$ cat config.mk
export PLATFORM = sky130hd
export DESIGN_NAME = bus_trace_fifo_flat
export DESIGN_NICKNAME = d
export VERILOG_FILES = /design/src/rtl/bus_trace_fifo_if.sv /design/src/rtl/bus_trace_fifo.sv /design/src/flat_wrapper.sv
export SDC_FILE = /design/constraint.sdc
export NUM_CORES = 1
export LEC_CHECK = 0
export ABC_AREA = 1
export CAP_MARGIN = 25
export CORE_UTILIZATION = 43
export CTS_BUF_LIST = sky130_fd_sc_hd__clkbuf_4
export DETAILED_ROUTE_END_ITERATION = 12
export SYNTH_ARGS = -nofsm -noshare
export SYNTH_HDL_FRONTEND = slang
export SYNTH_SLANG_ARGS = --single-unit
export TNS_END_PERCENT = 1
$ cat constraint.sdc
create_clock -name CLK_IN -period 4.4 [get_ports CLK_IN]
set_clock_uncertainty 0.05 [all_clocks]
set_input_delay 0.44 -clock CLK_IN [delete_from_list [all_inputs] [get_ports CLK_IN]]
set_output_delay 0.44 -clock CLK_IN [all_outputs]
set_load 0.05 [all_outputs]
$ cat src/rtl/bus_trace_fifo_if.sv
// Bus-side signal bundle for bus_trace_fifo: CPU bus capture inputs, pop request
// and the record/status outputs toward the SPI monitor serializer.
interface bus_trace_fifo_if;
  logic        ENABLE_IN;
  logic        AS_IN;
  logic        DTACK_IN;
  logic        WR_IN;
  logic        UDS_IN;
  logic        LDS_IN;
  logic [23:0] ADDR_IN;
  logic [15:0] DATA_IN;
  logic        RD_IN;
  logic [47:0] REC_OUT;
  logic        REC_VALID_OUT;
  logic        EMPTY_OUT;
  logic        FULL_OUT;
  logic [7:0]  DROP_CNT_OUT;

  modport master (
    output ENABLE_IN, AS_IN, DTACK_IN, WR_IN, UDS_IN, LDS_IN, ADDR_IN, DATA_IN, RD_IN,
    input  REC_OUT, REC_VALID_OUT, EMPTY_OUT, FULL_OUT, DROP_CNT_OUT
  );

  modport slave (
    input  ENABLE_IN, AS_IN, DTACK_IN, WR_IN, UDS_IN, LDS_IN, ADDR_IN, DATA_IN, RD_IN,
    output REC_OUT, REC_VALID_OUT, EMPTY_OUT, FULL_OUT, DROP_CNT_OUT
  );
endinterface

$ cat src/rtl/bus_trace_fifo.sv
// Records one {addr, data, strobes, ovf, seq} entry per completed 68000 bus cycle
// into a small FIFO read out one record per pop by the SPI monitor path.
module bus_trace_fifo #(
  parameter  int DEPTH = 16,
  localparam int PTR_W = $clog2(DEPTH)
) (
  input  logic             CLK_IN,
  input  logic             RESET_IN,
  bus_trace_fifo_if.slave  bus
);

  typedef enum logic [1:0] {
    ST_IDLE     = 2'd0,
    ST_WAIT_ACK = 2'd1,
    ST_DONE     = 2'd2
  } state_t;

  logic [1:0]       r_as_sync;
  logic [1:0]       r_dtack_sync;
  logic             w_as_s;
  logic             w_dtack_s;

  state_t           r_state;
  state_t           w_next_state;
  logic             w_capture;

  logic [47:0]      r_mem [DEPTH];
  logic [PTR_W:0]   r_wr_ptr;
  logic [PTR_W:0]   r_rd_ptr;
  logic [3:0]       r_seq;
  logic             r_pend_ovf;
  logic [7:0]       r_drop_cnt;
  logic [47:0]      r_rec;
  logic             r_rec_valid;

  logic             w_empty;
  logic             w_full;
  logic             w_pop;
  logic             w_write;
  logic             w_drop;
  logic [47:0]      w_rec;

  // Two-flop synchronizers for the strobes that are asynchronous to CLK_IN.
  // NOTE: sequential state is always assigned with <= so every flop samples pre-edge values.
  always_ff @(posedge CLK_IN) begin
    if (RESET_IN) begin
      r_as_sync    <= 2'b00;
      r_dtack_sync <= 2'b00;
    end else begin
      r_as_sync    <= {r_as_sync[0], bus.AS_IN};
      r_dtack_sync <= {r_dtack_sync[0], bus.DTACK_IN};
    end
  end

  assign w_as_s    = r_as_sync[1];
  assign w_dtack_s = r_dtack_sync[1];

  always_ff @(posedge CLK_IN) begin
    if (RESET_IN) r_state <= ST_IDLE;
    else          r_state <= w_next_state;
  end

  // NOTE: defaults first so every path assigns every output and no latch is inferred.
  always_comb begin
    w_next_state = r_state;
    w_capture    = 1'b0;
    case (r_state)
      ST_IDLE: begin
        if (w_as_s && bus.ENABLE_IN) w_next_state = ST_WAIT_ACK;
      end
      ST_WAIT_ACK: begin
        if (w_dtack_s) begin
          w_next_state = ST_DONE;
          w_capture    = 1'b1;
        end else if (!w_as_s) begin
          w_next_state = ST_IDLE;
        end
      end
      ST_DONE: begin
        if (!w_as_s) w_next_state = ST_IDLE;
      end
      default: w_next_state = ST_IDLE;
    endcase
  end

  // Bus fields are sampled raw: AS and DTACK are both held on the capture cycle.
  assign w_rec = {bus.ADDR_IN, bus.DATA_IN, bus.WR_IN, bus.UDS_IN, bus.LDS_IN,
                  r_pend_ovf, r_seq};

  assign w_empty = (r_wr_ptr == r_rd_ptr);
  assign w_full  = (r_wr_ptr[PTR_W] != r_rd_ptr[PTR_W]) &&
                   (r_wr_ptr[PTR_W-1:0] == r_rd_ptr[PTR_W-1:0]);

  // A same-cycle pop frees the slot, so a capture while full is still accepted.
  assign w_pop   = bus.RD_IN && !w_empty;
  assign w_write = w_capture && (!w_full || w_pop);
  assign w_drop  = w_capture && w_full && !w_pop;

  // NOTE: storage has no reset; only pointers define which entries are valid.
  always_ff @(posedge CLK_IN) begin
    if (w_write) r_mem[r_wr_ptr[PTR_W-1:0]] <= w_rec;
  end

  always_ff @(posedge CLK_IN) begin
    if (RESET_IN) begin
      r_wr_ptr    <= '0;
      r_rd_ptr    <= '0;
      r_seq       <= 4'd0;
      r_pend_ovf  <= 1'b0;
      r_drop_cnt  <= 8'd0;
      r_rec       <= 48'd0;
      r_rec_valid <= 1'b0;
    end else begin
      r_rec_valid <= w_pop;
      if (w_pop) begin
        r_rec    <= r_mem[r_rd_ptr[PTR_W-1:0]];
        r_rd_ptr <= r_rd_ptr + 1'b1;
      end
      if (w_capture) r_seq <= r_seq + 4'd1;
      if (w_write) begin
        r_wr_ptr   <= r_wr_ptr + 1'b1;
        r_pend_ovf <= 1'b0;
      end
      if (w_drop) begin
        r_pend_ovf <= 1'b1;
        if (r_drop_cnt != 8'hFF) r_drop_cnt <= r_drop_cnt + 8'd1;
      end
    end
  end

  assign bus.REC_OUT       = r_rec;
  assign bus.REC_VALID_OUT = r_rec_valid;
  assign bus.EMPTY_OUT     = w_empty;
  assign bus.FULL_OUT      = w_full;
  assign bus.DROP_CNT_OUT  = r_drop_cnt;

endmodule

$ cat src/flat_wrapper.sv
// flat-port wrapper written by rule: the top's interface ports become plain ports
module bus_trace_fifo_flat 
#(
  parameter  int DEPTH = 16,
  localparam int PTR_W = $clog2(DEPTH)
)
  (CLK_IN, RESET_IN, bus_ENABLE_IN, bus_AS_IN, bus_DTACK_IN, bus_WR_IN, bus_UDS_IN, bus_LDS_IN, bus_ADDR_IN, bus_DATA_IN, bus_RD_IN, bus_REC_OUT, bus_REC_VALID_OUT, bus_EMPTY_OUT, bus_FULL_OUT, bus_DROP_CNT_OUT);
  bus_trace_fifo_if bus_i ();
  input  logic CLK_IN;
  input  logic RESET_IN;
  input wire logic [$bits(bus_i.ENABLE_IN)-1:0] bus_ENABLE_IN;
  input wire logic [$bits(bus_i.AS_IN)-1:0] bus_AS_IN;
  input wire logic [$bits(bus_i.DTACK_IN)-1:0] bus_DTACK_IN;
  input wire logic [$bits(bus_i.WR_IN)-1:0] bus_WR_IN;
  input wire logic [$bits(bus_i.UDS_IN)-1:0] bus_UDS_IN;
  input wire logic [$bits(bus_i.LDS_IN)-1:0] bus_LDS_IN;
  input wire logic [$bits(bus_i.ADDR_IN)-1:0] bus_ADDR_IN;
  input wire logic [$bits(bus_i.DATA_IN)-1:0] bus_DATA_IN;
  input wire logic [$bits(bus_i.RD_IN)-1:0] bus_RD_IN;
  output wire logic [$bits(bus_i.REC_OUT)-1:0] bus_REC_OUT;
  output wire logic [$bits(bus_i.REC_VALID_OUT)-1:0] bus_REC_VALID_OUT;
  output wire logic [$bits(bus_i.EMPTY_OUT)-1:0] bus_EMPTY_OUT;
  output wire logic [$bits(bus_i.FULL_OUT)-1:0] bus_FULL_OUT;
  output wire logic [$bits(bus_i.DROP_CNT_OUT)-1:0] bus_DROP_CNT_OUT;
  assign bus_i.ENABLE_IN = bus_ENABLE_IN;
  assign bus_i.AS_IN = bus_AS_IN;
  assign bus_i.DTACK_IN = bus_DTACK_IN;
  assign bus_i.WR_IN = bus_WR_IN;
  assign bus_i.UDS_IN = bus_UDS_IN;
  assign bus_i.LDS_IN = bus_LDS_IN;
  assign bus_i.ADDR_IN = bus_ADDR_IN;
  assign bus_i.DATA_IN = bus_DATA_IN;
  assign bus_i.RD_IN = bus_RD_IN;
  assign bus_REC_OUT = bus_i.REC_OUT;
  assign bus_REC_VALID_OUT = bus_i.REC_VALID_OUT;
  assign bus_EMPTY_OUT = bus_i.EMPTY_OUT;
  assign bus_FULL_OUT = bus_i.FULL_OUT;
  assign bus_DROP_CNT_OUT = bus_i.DROP_CNT_OUT;
  bus_trace_fifo #(.DEPTH(DEPTH)) u_core (.CLK_IN(CLK_IN), .RESET_IN(RESET_IN), .bus(bus_i));
endmodule
==> results.md <==
* Ports at about 110
* Full die area at approximately 80,000 µm²
* Cell count after synthesis at about 2,900
* TritonCTS Buffers at 210
* Reg2Reg Depth at 10
* Routed wire per std cell at 19.1 µm
* Max Slew Vio Count at 0
* Critical Path End Type: output port
* Post-synthesis xor/xnor area fraction at 0.207%
* Clock sink count at ~850
* Adder-cell share of the synthesized area at less than 1%
* MaxCap Viol Count at 0
* Setup WS pre-CTS at roughly 1.1 ns
* Post-synthesis area per instance at 11.7 µm²
* Routed via count at roughly 22,000
* Req. time, crit path at 3.91 ns
* Post-synth top area cell: edfxtp_1
* HP Class: input port to flip-flop
* Seq cells post-synth at 846
* Mapped Nets at 2,936
* Reg2reg setup slack at 1.13 ns
* Fin crit period at 4.00 ns
* GRT met1 Usage at 25.8%
* DRT iter0 DRCs at between 1,500 and 2,000
* Worst Setup Start Kind: flip-flop
* Global Route met2 Usage at 36.0%
* Hold path depth at 5
* Hold slack at approximately 0.24 ns
* Yosys warning count at 0
* Ys flop type: edfxtp_1
* Vias in the first global route at 22,211
* Initial Utilization at ~44%
* Max frequency at 0.250 GHz
* Port-buffer cells at ~110
* Vias/cell at 5.17
* Post-synthesis compound-gate area fraction at 9.49%
* Largest family of logic cells by synthesized area: simple AND/OR/NAND/NOR gates
* Design area at 38,800 µm²
* Area grow syn2layout at 14.9%
* H-Tree Depth at 4
* Grt ovf at 0
* Post-cts resize count at 0
* Final TNS setup at 0 ns
* Outcome: completed
* TritonRoute pass-1 iters at 8
* DP HPWL at around 42 mm
* Fin nets at 3,137
* Global-route wire length before repair at 126 mm
* Synth cell types at 29
* Routed Wire Length at around 80 mm
* Largest net degree at the start of global routing at 259
* Area fraction of the dominant cell type after synthesis at 68.3%
* Post-synthesis mux area share at 0%
* Top-count cell post-synth: nor2_1
* WHS Endpoint: u_core.r_wr_ptr[3]$_SDFFE_PP0P_
* Worst Max-Slew Pin Slew at about 1.3 ns
* Min-Delay Startpoint: bus_RD_IN
* Dpl cells at 3,900
* Setup slack after layout at ~0.40 ns
* Clock Tree Root: clkbuf_4
* Clock transition at the registers of the reported paths at 0.06 ns
* Skew-Pair Late Insertion Delay at 1.08 ns
* CORE AREA at 77,600 µm²
* Core Rows at 102
* Met3 Track Usage GR at 4.05%
* Leakage dissipation at 13.8 nW
* Die X at 282 µm
* Non-filler cells, final at 4,307
* Final period util at 90.9%
* Worst path arrival time at 3.51 ns
* Drt drc at 0
* Pwr Total at ~18 mW
* GP Congestion at 0.770
* Overall routing resource usage at 20.9%
* Dominant cells by area after synthesis: edfxtp_1, nor2_1, o21ai_0, dfxtp_1, nand2_1
* Simple-gate share of the synthesized area at 13.3%
* Most crowded layer after global routing: met2
* # setup viols final at 0
* Critical-path maximum fanout at slightly above 60
* Async set-or-reset flop fraction in the synthesized netlist at 0%
* Worst IR Drop VDD at between 0.2 and 0.25 mV
* RSZ-0062 raised after global routing: false
* CTS tree: built
* Slew margin rel. at 11.9%
* Clock buffer depth at 3
* Post-layout util at 50.0%
* Commonest cells in the netlist: nor2_1, edfxtp_1, o21ai_0
* RR Endpoint: u_core.r_mem[5][43]$_DFFE_PP_
* Fraction of layout cells with a size suffix above 1 at 13.4%
* Kind of critical path: flip-flop to output port
* Mapped Area at 33,800 µm²
* Final Hold Fails at 0
* Initial antenna violation count at 3
* Pwr/cell area at 451 nW/µm²
* Antenna viol nets, final at 0
* RR Startpoint: u_core.r_rd_ptr[0]$_SDFFE_PP0P_
* Chip height at 282 µm
* Post-synth EDFFs at 768
* Placed inst area at 35,800 µm²
* Seq/Total Area, Yosys at between 70% and 80%
-- sequential cells by signal (all words and copies together) (netlist names) --
signal and flops:
u_core.r_mem 768, u_core.bus.REC_OUT 48, u_core.bus.DROP_CNT_OUT 8, u_core.r_rd_ptr 5, u_core.r_wr_ptr 5, u_core.r_seq 4
u_core.r_as_sync 2, u_core.r_dtack_sync 2, u_core.r_state 2, u_core.bus.REC_VALID_OUT 1, u_core.r_pend_ovf 1
-- final cells by class --
cell class              count  area (µm²)
repair buffers            166        1680
diodes                      6        15.0
fillers                  6978       38800
clock inverters            59         333
multi-input cells        1765        7990
clock buffers             333        2500
well taps                1040        1300
flip-flops and latches    846       24600
inverters                  92         353
-- critical path, cell delays in order, from the launching register on --
cell and delay, ns:
dfxtp_4 0.78, inv_8 0.27, nand2_2 0.15, nand2_2 0.07, nor2_4 0.11, nand2_1 0.06
nor2_1 0.17, clkdlybuf4s50_1 0.83
-- where the power goes --
group / switching (mW) / leakage [nW] / internal [mW] / total [mW]
clock network: 3.12 / 1.67 / 3.60 / 6.72
logic: 1.30 / 4.47 / 0.582 / 1.89
registers: 0.0828 / 7.62 / 8.81 / 8.90
-- cell usage in the layout, fill, tap and decap left out, drive strengths merged, types with 7 or more instances in the layout --
master and n:
a21oi 9, buf 54, clkbuf 333, clkdlybuf4s50 106, clkinv 49, dfxtp 78, edfxtp 768, ha 7
inv 94, nand2 309, nand3 64, nand4 9, nor2 773, o211ai 96, o21ai 486
-- what timing repair did --
action                    4_1_cts  5_1_grt
hold buffers                    6        0
buffers inserted                0        0
hold endpoints to repair       48        0
-- how the worst max path moves through the flow --
stage                     depth (start not counted)  slack, ns                       endpoint                       startpoint
final                                             7       0.40                   bus_FULL_OUT  u_core.r_rd_ptr[0]$_SDFFE_PP0P_
after global routing                              7       0.19                   bus_FULL_OUT  u_core.r_rd_ptr[0]$_SDFFE_PP0P_
after CTS                                         7       0.28                   bus_FULL_OUT  u_core.r_rd_ptr[0]$_SDFFE_PP0P_
after detailed placement                         10       1.14  u_core.r_mem[6][37]$_DFFE_PP_  u_core.r_rd_ptr[0]$_SDFFE_PP0P_
after global placement                           10       1.19  u_core.r_mem[6][37]$_DFFE_PP_  u_core.r_rd_ptr[0]$_SDFFE_PP0P_
after floorplan                                  11       0.54  u_core.r_mem[15][0]$_DFFE_PP_  u_core.r_rd_ptr[0]$_SDFFE_PP0P_
-- logic make-up after synthesis --
logic type	after synthesis
simple gates	1158
flops	846
compound gates	592
buf+inv	269
xor+xnor	8
fa+ha+maj	7
-- metal layers --
metal  share of wire (%)  wire length (µm)  vias to the layer above
li1                    -                 -                    10627
met1                  42             34800                    10797
met2                  50             41400                      709
met3                 5.3              4380                      127
met4                 2.1              1730                        2
met5               0.021                17                        -
Note: power is estimated with default switching activity, not from simulation.
